$ cat src/rtl/output_deskew_stream.sv
// output_deskew_stream
// Realigns the diagonally skewed column results of an N-lane systolic grid
// into whole rows, tags the last row of each tile and queues the rows in a
// small FIFO drained over a ready/valid stream.
// Optional build macro OUTBUF_OVF_DETECT_EN: when defined, a sticky ovf flag
// records any row dropped because the FIFO was full; when undefined, ovf is
// tied low and no detection logic exists.
module output_deskew_stream #(
    parameter int N            = 4,
    parameter int RESULT_WIDTH = 32,
    parameter int FIFO_DEPTH   = 4,
    parameter int ROWS         = 4
) (
    input  logic                          clk,
    input  logic                          reset,
    input  logic                          flush,
    input  logic                          in_valid,
    input  logic [N*RESULT_WIDTH-1:0]     col_input,
    output logic                          out_valid,
    input  logic                          out_ready,
    output logic [N*RESULT_WIDTH-1:0]     out_data,
    output logic                          out_last,
    output logic [$clog2(FIFO_DEPTH):0]   level,
    output logic                          ovf
);

    localparam int RW      = RESULT_WIDTH;
    localparam int ROW_W   = N * RW;
    localparam int IDX_W   = $clog2(FIFO_DEPTH);
    localparam int PTR_W   = IDX_W + 1;
    localparam int CNT_W   = (ROWS > 1) ? $clog2(ROWS) : 1;
    localparam int ENTRY_W = ROW_W + 1;

    // ------------------------------------------------------------------
    // Deskew delay lines: lane i is delayed N-1-i cycles so every lane of
    // a row lines up with lane N-1, which feeds the FIFO directly.
    // ------------------------------------------------------------------
    logic [ROW_W-1:0] aligned_row;

    assign aligned_row[(N-1)*RW +: RW] = col_input[(N-1)*RW +: RW];

    for (genvar i = 0; i < N - 1; i++) begin : g_lane
        localparam int DEPTH = N - 1 - i;

        logic [RW-1:0] dly_q [DEPTH];
        logic [RW-1:0] dly_d [DEPTH];

        // Shift the lane one stage per cycle; the grid never stalls.
        // NOTE: combinational logic uses blocking '=', state uses '<=' so
        // every flop samples the pre-edge value of its neighbour.
        always_comb begin
            dly_d[0] = col_input[i*RW +: RW];
            for (int k = 1; k < DEPTH; k++) begin
                dly_d[k] = dly_q[k-1];
            end
        end

        // Delay-line registers; cleared by reset only, flush leaves data alone.
        always_ff @(posedge clk) begin
            if (reset) begin
                dly_q <= '{default: '0};
            end else begin
                dly_q <= dly_d;
            end
        end

        assign aligned_row[i*RW +: RW] = dly_q[DEPTH-1];
    end

    // ------------------------------------------------------------------
    // Row-valid pipeline: in_valid travels alongside lane 0's data and
    // emerges as push when the whole row is aligned.
    // ------------------------------------------------------------------
    logic push;

    if (N > 1) begin : g_vld
        logic [N-2:0] vld_q;
        logic [N-2:0] vld_d;

        // Advance the valid shift register; flush empties it.
        always_comb begin
            vld_d    = vld_q << 1;
            vld_d[0] = in_valid;
            if (flush) begin
                vld_d = '0;
            end
        end

        // Valid shift register state.
        always_ff @(posedge clk) begin
            if (reset) begin
                vld_q <= '0;
            end else begin
                vld_q <= vld_d;
            end
        end

        assign push = vld_q[N-2];
    end else begin : g_vld_bypass
        assign push = in_valid;
    end

    // ------------------------------------------------------------------
    // Aligned-row FIFO with wrap-bit pointers and tile row counter.
    // ------------------------------------------------------------------
    logic [PTR_W-1:0]   wr_ptr_q, wr_ptr_d;
    logic [PTR_W-1:0]   rd_ptr_q, rd_ptr_d;
    logic [CNT_W-1:0]   row_cnt_q, row_cnt_d;
    logic [ENTRY_W-1:0] mem_q [FIFO_DEPTH];
    logic [ENTRY_W-1:0] mem_d [FIFO_DEPTH];
    logic [ENTRY_W-1:0] head;
    logic               full;
    logic               pop;
    logic               push_ok;
    logic               row_tag;

    assign level     = wr_ptr_q - rd_ptr_q;
    assign full      = (level == PTR_W'(FIFO_DEPTH));
    assign out_valid = (level != '0);
    assign pop       = out_valid & out_ready;
    // A push into a full FIFO only fits if the head leaves in the same cycle.
    assign push_ok   = push & (~full | pop);
    assign row_tag   = (row_cnt_q == CNT_W'(ROWS - 1));
    assign head      = mem_q[rd_ptr_q[IDX_W-1:0]];
    // Outputs are forced low while empty so stale storage never leaks out.
    assign out_data  = out_valid ? head[ROW_W-1:0] : '0;
    assign out_last  = out_valid & head[ROW_W];

    // Next-state for pointers, row counter and storage; flush wins over
    // push and pop.
    // NOTE: every signal gets a default first so no path leaves it
    // unassigned and no latch is inferred.
    always_comb begin
        wr_ptr_d  = wr_ptr_q;
        rd_ptr_d  = rd_ptr_q;
        row_cnt_d = row_cnt_q;
        mem_d     = mem_q;
        if (flush) begin
            wr_ptr_d  = '0;
            rd_ptr_d  = '0;
            row_cnt_d = '0;
        end else begin
            if (push_ok) begin
                mem_d[wr_ptr_q[IDX_W-1:0]] = {row_tag, aligned_row};
                wr_ptr_d  = wr_ptr_q + PTR_W'(1);
                row_cnt_d = row_tag ? '0 : row_cnt_q + CNT_W'(1);
            end
            if (pop) begin
                rd_ptr_d = rd_ptr_q + PTR_W'(1);
            end
        end
    end

    // Control state: pointers and row counter.
    always_ff @(posedge clk) begin
        if (reset) begin
            wr_ptr_q  <= '0;
            rd_ptr_q  <= '0;
            row_cnt_q <= '0;
        end else begin
            wr_ptr_q  <= wr_ptr_d;
            rd_ptr_q  <= rd_ptr_d;
            row_cnt_q <= row_cnt_d;
        end
    end

    // FIFO storage.
    // NOTE: storage has no reset; an entry is only visible after it has
    // been written, and the empty case gates the outputs to zero.
    always_ff @(posedge clk) begin
        mem_q <= mem_d;
    end

    // ------------------------------------------------------------------
    // Overflow detection (optional).
    // ------------------------------------------------------------------
`ifdef OUTBUF_OVF_DETECT_EN
    logic ovf_q, ovf_d;
    logic push_ovf;

    // A push that finds the FIFO full with no pop is dropped; remember it.
    assign push_ovf = push & full & ~pop & ~flush;

    // Sticky flag: only reset clears it.
    always_comb begin
        ovf_d = ovf_q | push_ovf;
    end

    // Overflow flag state.
    always_ff @(posedge clk) begin
        if (reset) begin
            ovf_q <= 1'b0;
        end else begin
            ovf_q <= ovf_d;
        end
    end

    assign ovf = ovf_q;
`else
    assign ovf = 1'b0;
`endif

endmodule

$ cat config.mk
export PLATFORM = sky130hd
export DESIGN_NAME = output_deskew_stream
export DESIGN_NICKNAME = d
export VERILOG_FILES = /design/src/rtl/output_deskew_stream.sv
export SDC_FILE = /design/constraint.sdc
export NUM_CORES = 1
export LEC_CHECK = 0
export BUFFER_PORTS_ARGS = -buffer_cell sky130_fd_sc_hd__buf_2
export CORE_UTILIZATION = 30
export DETAILED_ROUTE_END_ITERATION = 8
export GPL_TIMING_DRIVEN = 0
export PLACE_DENSITY = 0.49
export SLEW_MARGIN = 20
export SYNTH_ARGS = -nofsm -noshare
export SYNTH_HDL_FRONTEND = slang
export SYNTH_SLANG_ARGS = --single-unit
$ cat constraint.sdc
create_clock -name clk -period 13.3 [get_ports clk]
set_clock_uncertainty 0.15 [all_clocks]
set_input_delay 1.995 -clock clk [delete_from_list [all_inputs] [get_ports clk]]
set_output_delay 1.995 -clock clk [all_outputs]
set_load 0.05 [all_outputs]
Word level (Yosys, flattened, before mapping)
Index checks and enable logic that the tools add are counted.

Add/subtract/negate cells: 4. Muxes and demuxes: 8. $mul: 0. Bitwise operators: 8. Order comparisons: 3. Reductions and logical operators: 4. Equal/unequal tests: 2. Divide/modulo/power cells: 0. Shift operators: 0.

Operators by type and width (number): $bwmux 516 (1); $mux 129 (3); $bmux 129 s2 (1); $demux 129 s2 (1); $mux 128 (1); $add 3x1->3 const B (2); $ge 3x3->1 const B (2); $not 2->3 (2); $and 1x1->1 (3); $eq 3x3->1 const B (1); $lt 3x1->1 const B (1); $reduce_bool 3->1 (1); $sub 3x3->3 (1); $add 2x1->2 const B (1); $eq 2x2->1 const B (1); $mux 2 (1); $not 1->1 (2); $reduce_and 2->1 (1); $reduce_or 2->1 (1); $logic_and 1x1->1 (1); $or 1x1->1 (1).

Output and inout bits: 134. RAM bits: 0. Register bits after elaboration: 719. Memory bits (read-only): 0. Memories kept: 0. Bits in latches: 0. Bits of input ports: 133.

Depth between registers and ports, before layout
Depth after elaboration: 6. Depth in mapped cells: 8. Mapped depth without buffers: 6.

Worst setup path before layout
Ideal clock, no wire load.

Path type: input port to flip-flop. Start: in out_ready. End: reg mem_q[0] (netlist name) (enable). Setup time: 0.504 ns. Data arrival time: 5.397 ns. Cell stages on the path: 3. Buffers on the path: 0. Slack: 7.249 ns. Data required time: 12.646 ns. Path through: and3b_1 > a21oi_1 > and2_1.

Word-level cells in the longest chain between the ends: 4.

Ends and longest elaborated chain: start, declared (RTL line 20) `input logic out_ready,`; $and 1x1->1 (RTL line 120) `assign pop = out_valid & out_ready;`; $or 1x1->1 (RTL line 122) `assign push_ok = push & (~full | pop);`; $and 1x1->1 (RTL line 122); $reduce_and 2->1 (no line); end signal, assigned (RTL line 171) `mem_q <= mem_d;`; end, declared (RTL line 109) `logic [ENTRY_W-1:0] mem_q [FIFO_DEPTH];`.

No other way between the ends. A chain may end at the register's enable or synchronous reset.

Worst setup path in the final report
Start: reg wr_ptr_q[0]. End: out out_data[60].

Word-level cells in the longest chain between the ends: 3.

Ends and longest elaborated chain: start, declared (RTL line 106) `logic [PTR_W-1:0] wr_ptr_q, wr_ptr_d;`; start signal, assigned (RTL line 161) `wr_ptr_q <= wr_ptr_d;`; $sub 3x3->3 (RTL line 117) `assign level = wr_ptr_q - rd_ptr_q;`; $reduce_bool 3->1 (RTL line 119) `assign out_valid = (level != '0);`; $mux 128 (RTL line 126) `assign out_data = out_valid ? head[ROW_W-1:0] : '0;`; end, declared (RTL line 21) `output logic [N*RESULT_WIDTH-1:0] out_data,`.

No other way between the ends.

==> metrics.txt <==
DR DRC count=0; worst hold start=g_vld.vld_q[1]; worst skew pair latency=~620 ps; WP data arrival=3460 ps; multi-input logic area=between 0.005 and 0.006 mm2; largest net degree at the start of global routing=41; DR pass1 iterations=4; # rows=about 110; mux contribution to synthesized area=11.8%; CP top delay family=buffers and inverters; most frequent cells in the layout=516 x edfxtp_1, 321 x nor2b_1, 275 x buf_2, 203 x dfxtp_1, 129 x mux4_2; r2r setup slk=9840 ps; Seq/Total Area, Yosys=~77%; CP peak stage delay=410 ps; RR Endpoint=mem_q[348]; Worst Path Class, Setup=flop to output port; status=finished, final reports clean; worst r2r src=wr_ptr_q[0]; overall routed net length=~56 mm; WP buf/inv=4; Crit path top cell by count=buf_4; sink of the worst hold path=g_vld.vld_q[2]; Post-CTS Repair Setup Buffers=0; critical path data required time=approximately 11000 ps; CP Capture Type=output port; vias in the first global route=between 10000 and 15000; CTS resizes=0; CTS tree=yes; clk root buf=clkbuf_16; nets@finish=~1800; commonest non-fill, non-tap cell in the layout=edfxtp_1; Die ar.=0.0854 mm2; Initial Util=30.3%; Peak Freq=~180 MHz; Reg area=about 0.020 mm2; Synth Area in Compound Gates=less than 1%; RSZ-0062 raised after global routing=no; Netlist Area Pre-Place=0.0253 mm2; Antenna Nets Post-Route=0; gr usage total=13.2%; share of cells above drive strength 1=33.2%; cell taking the most area after synthesis=edfxtp_1; startpoint type of the worst setup path=flop; Final period util=a little over two fifths; Setup Total Neg Slack=0 ps; Worst R2R Path Depth=8; chip height=approximately 290 um; Reg clk slew, reported paths=50 ps; Synth Instances=1294; filler cell count=7836; DP HPWL=36.0 mm; H-tree depth=3; CTS Buf Count=80; Synth Area in Simple Gates=roughly 8.5%; warnings from Yosys=0; Via density=approximately 4.3; final setup fails=0; ranking of synthesized cells by area=edfxtp_1 61%, dfxtp_1 16%, mux4_2 11%; Hold Path Class=flop to flop; critical path cell sequence=inv_1 > ha_1 > fa_1 > xor3_2 > nor2_2 > buf_4 > buf_4 > nor2b_1 > buf_2; Slew @ Worst Pin=907 ps; Syn Nets=between 1000 and 1500; Hold Buf Count CTS=0; first-pass GRT wire length=82.6 mm; antenna violations before repair=6; max cap viols=0; global placer's final weighted congestion=between 0.7 and 0.8; clock sink total=roughly 720; utilization after layout=between 30% and 40%; DRT iter0 DRCs=around 450; Slew HR=between 30% and 40%; Wirelength per Cell=between 20 and 25 um; Lkg Pwr=10.8 nW; xor and xnor fraction of the mapped netlist area=0.134%; Hold Path Cell Cnt=1; post-synthesis sequential element count=between 700 and 800; top cell type's share of synthesized area=slightly above 60%; CP max-delay cell=fa_1; Peak supply drop=78.8 uV; synth-to-layout area growth=22.9%; pwr dens=around 150 mW/mm2; # IOs=267; cell area after layout=between 0.03 and 0.04 mm2; chip width=between 200 and 300 um; Yosys cell types=29; final hold vios=0; IO buf count=265; CORE AREA=about 0.084 mm2; DP Area=between 0.02 and 0.03 mm2; Syn Area/Cell=19.5 um2; via count=around 12000; CTS Buffer Depth=3; Period minus WS final=5610 ps; adder-cell area share of the yosys netlist=less than 1%; total grt overflow=0; Final Max Slew Viols=0; largest family of logic cells by synthesized area=multiplexers; Worst Path Max Fanout=10
how the worst max path moves through the flow:
stage	start	endpoint	slack, ps	cells after the start
final	wr_ptr_q[0]	out_data[60]	7690	9
after global placement	out_ready	mem_q[47]	3710	4
after global routing	wr_ptr_q[0]	out_data[60]	7510	9
after detailed placement	wr_ptr_q[0]	out_data[60]	8260	9
after floorplan	out_ready	mem_q[0]	7250	3
after CTS	wr_ptr_q[0]	out_data[60]	7560	9
sequential cells by signal, summed over array words and instances (netlist names):
name / count
aligned_row: 64
g_lane.dly_d: 96
g_lane.dly_q: 32
g_vld.vld_q: 3
mem_q: 516
rd_ptr_q: 3
row_cnt_q: 2
wr_ptr_q: 3
layer usage:
| metal | part of all wire [%] | track usage (%) | up-vias |
|---|---|---|---|
| met3 | 5.2 | 2.92 | 76 |
| li1 | - | - | 5575 |
| met2 | 50 | 22.9 | 269 |
| met4 | 1.8 | 3.95 | 0 |
| met5 | 0 | 0 | - |
| met1 | 43 | 16.3 | 6170 |
report_power, final:
part	leakage, nW	switching (W)	internal [W]	total, W
logic	3.09	0.0000430	0.0000326	0.0000757
clock network	1.35	0.000899	0.00137	0.00227
registers	6.38	0.0000131	0.00242	0.00243
synthesized netlist by cell type (all sizes together):
cell	n
a21boi	1
a21oi	2
a31oi	1
and2	7
and3b	1
buf	39
clkbuf	27
conb	1
dfxtp	203
edfxtp	516
fa	1
ha	7
inv	5
mux2i	7
mux4	129
nand2	15
nand2b	1
nor2	3
nor2b	321
o2111ai	1
o211a	1
o21ai	1
or3	2
xnor2	1
xor3	1
cell families after synthesis:
family / after synthesis
AOI/OAI and AO/OA: 7
xor gates and xnor gates: 2
adders and majority gates: 8
buffers and inverters: 71
DFF: 719
muxes: 136
other: 1
and+or+nand+nor: 350
cell type report:
class                   instances  area share [%]
flip-flops and latches        719            62.9
multi-input cells             504            17.2
clock buffers                 111            7.21
repair buffers                278            5.30
well taps                    1080            4.35
clock inverters                39            1.74
plain buffers                  66            1.22
inverters                       5          0.0604
diodes                          3          0.0242
per-stage QoR:
stage	std cells	setup WS (ps)	total power, W	hold slack, ps
after floorplan	1294	7250	0.00251	256
after global placement	2639	3710	0.00255	265
after detailed placement	2652	8260	0.00256	267
after CTS	2802	7560	0.00486	281
after global routing	2802	7510	0.00494	299
final	2805	7690	0.00478	278
Power figures use the tool's default switching activity.
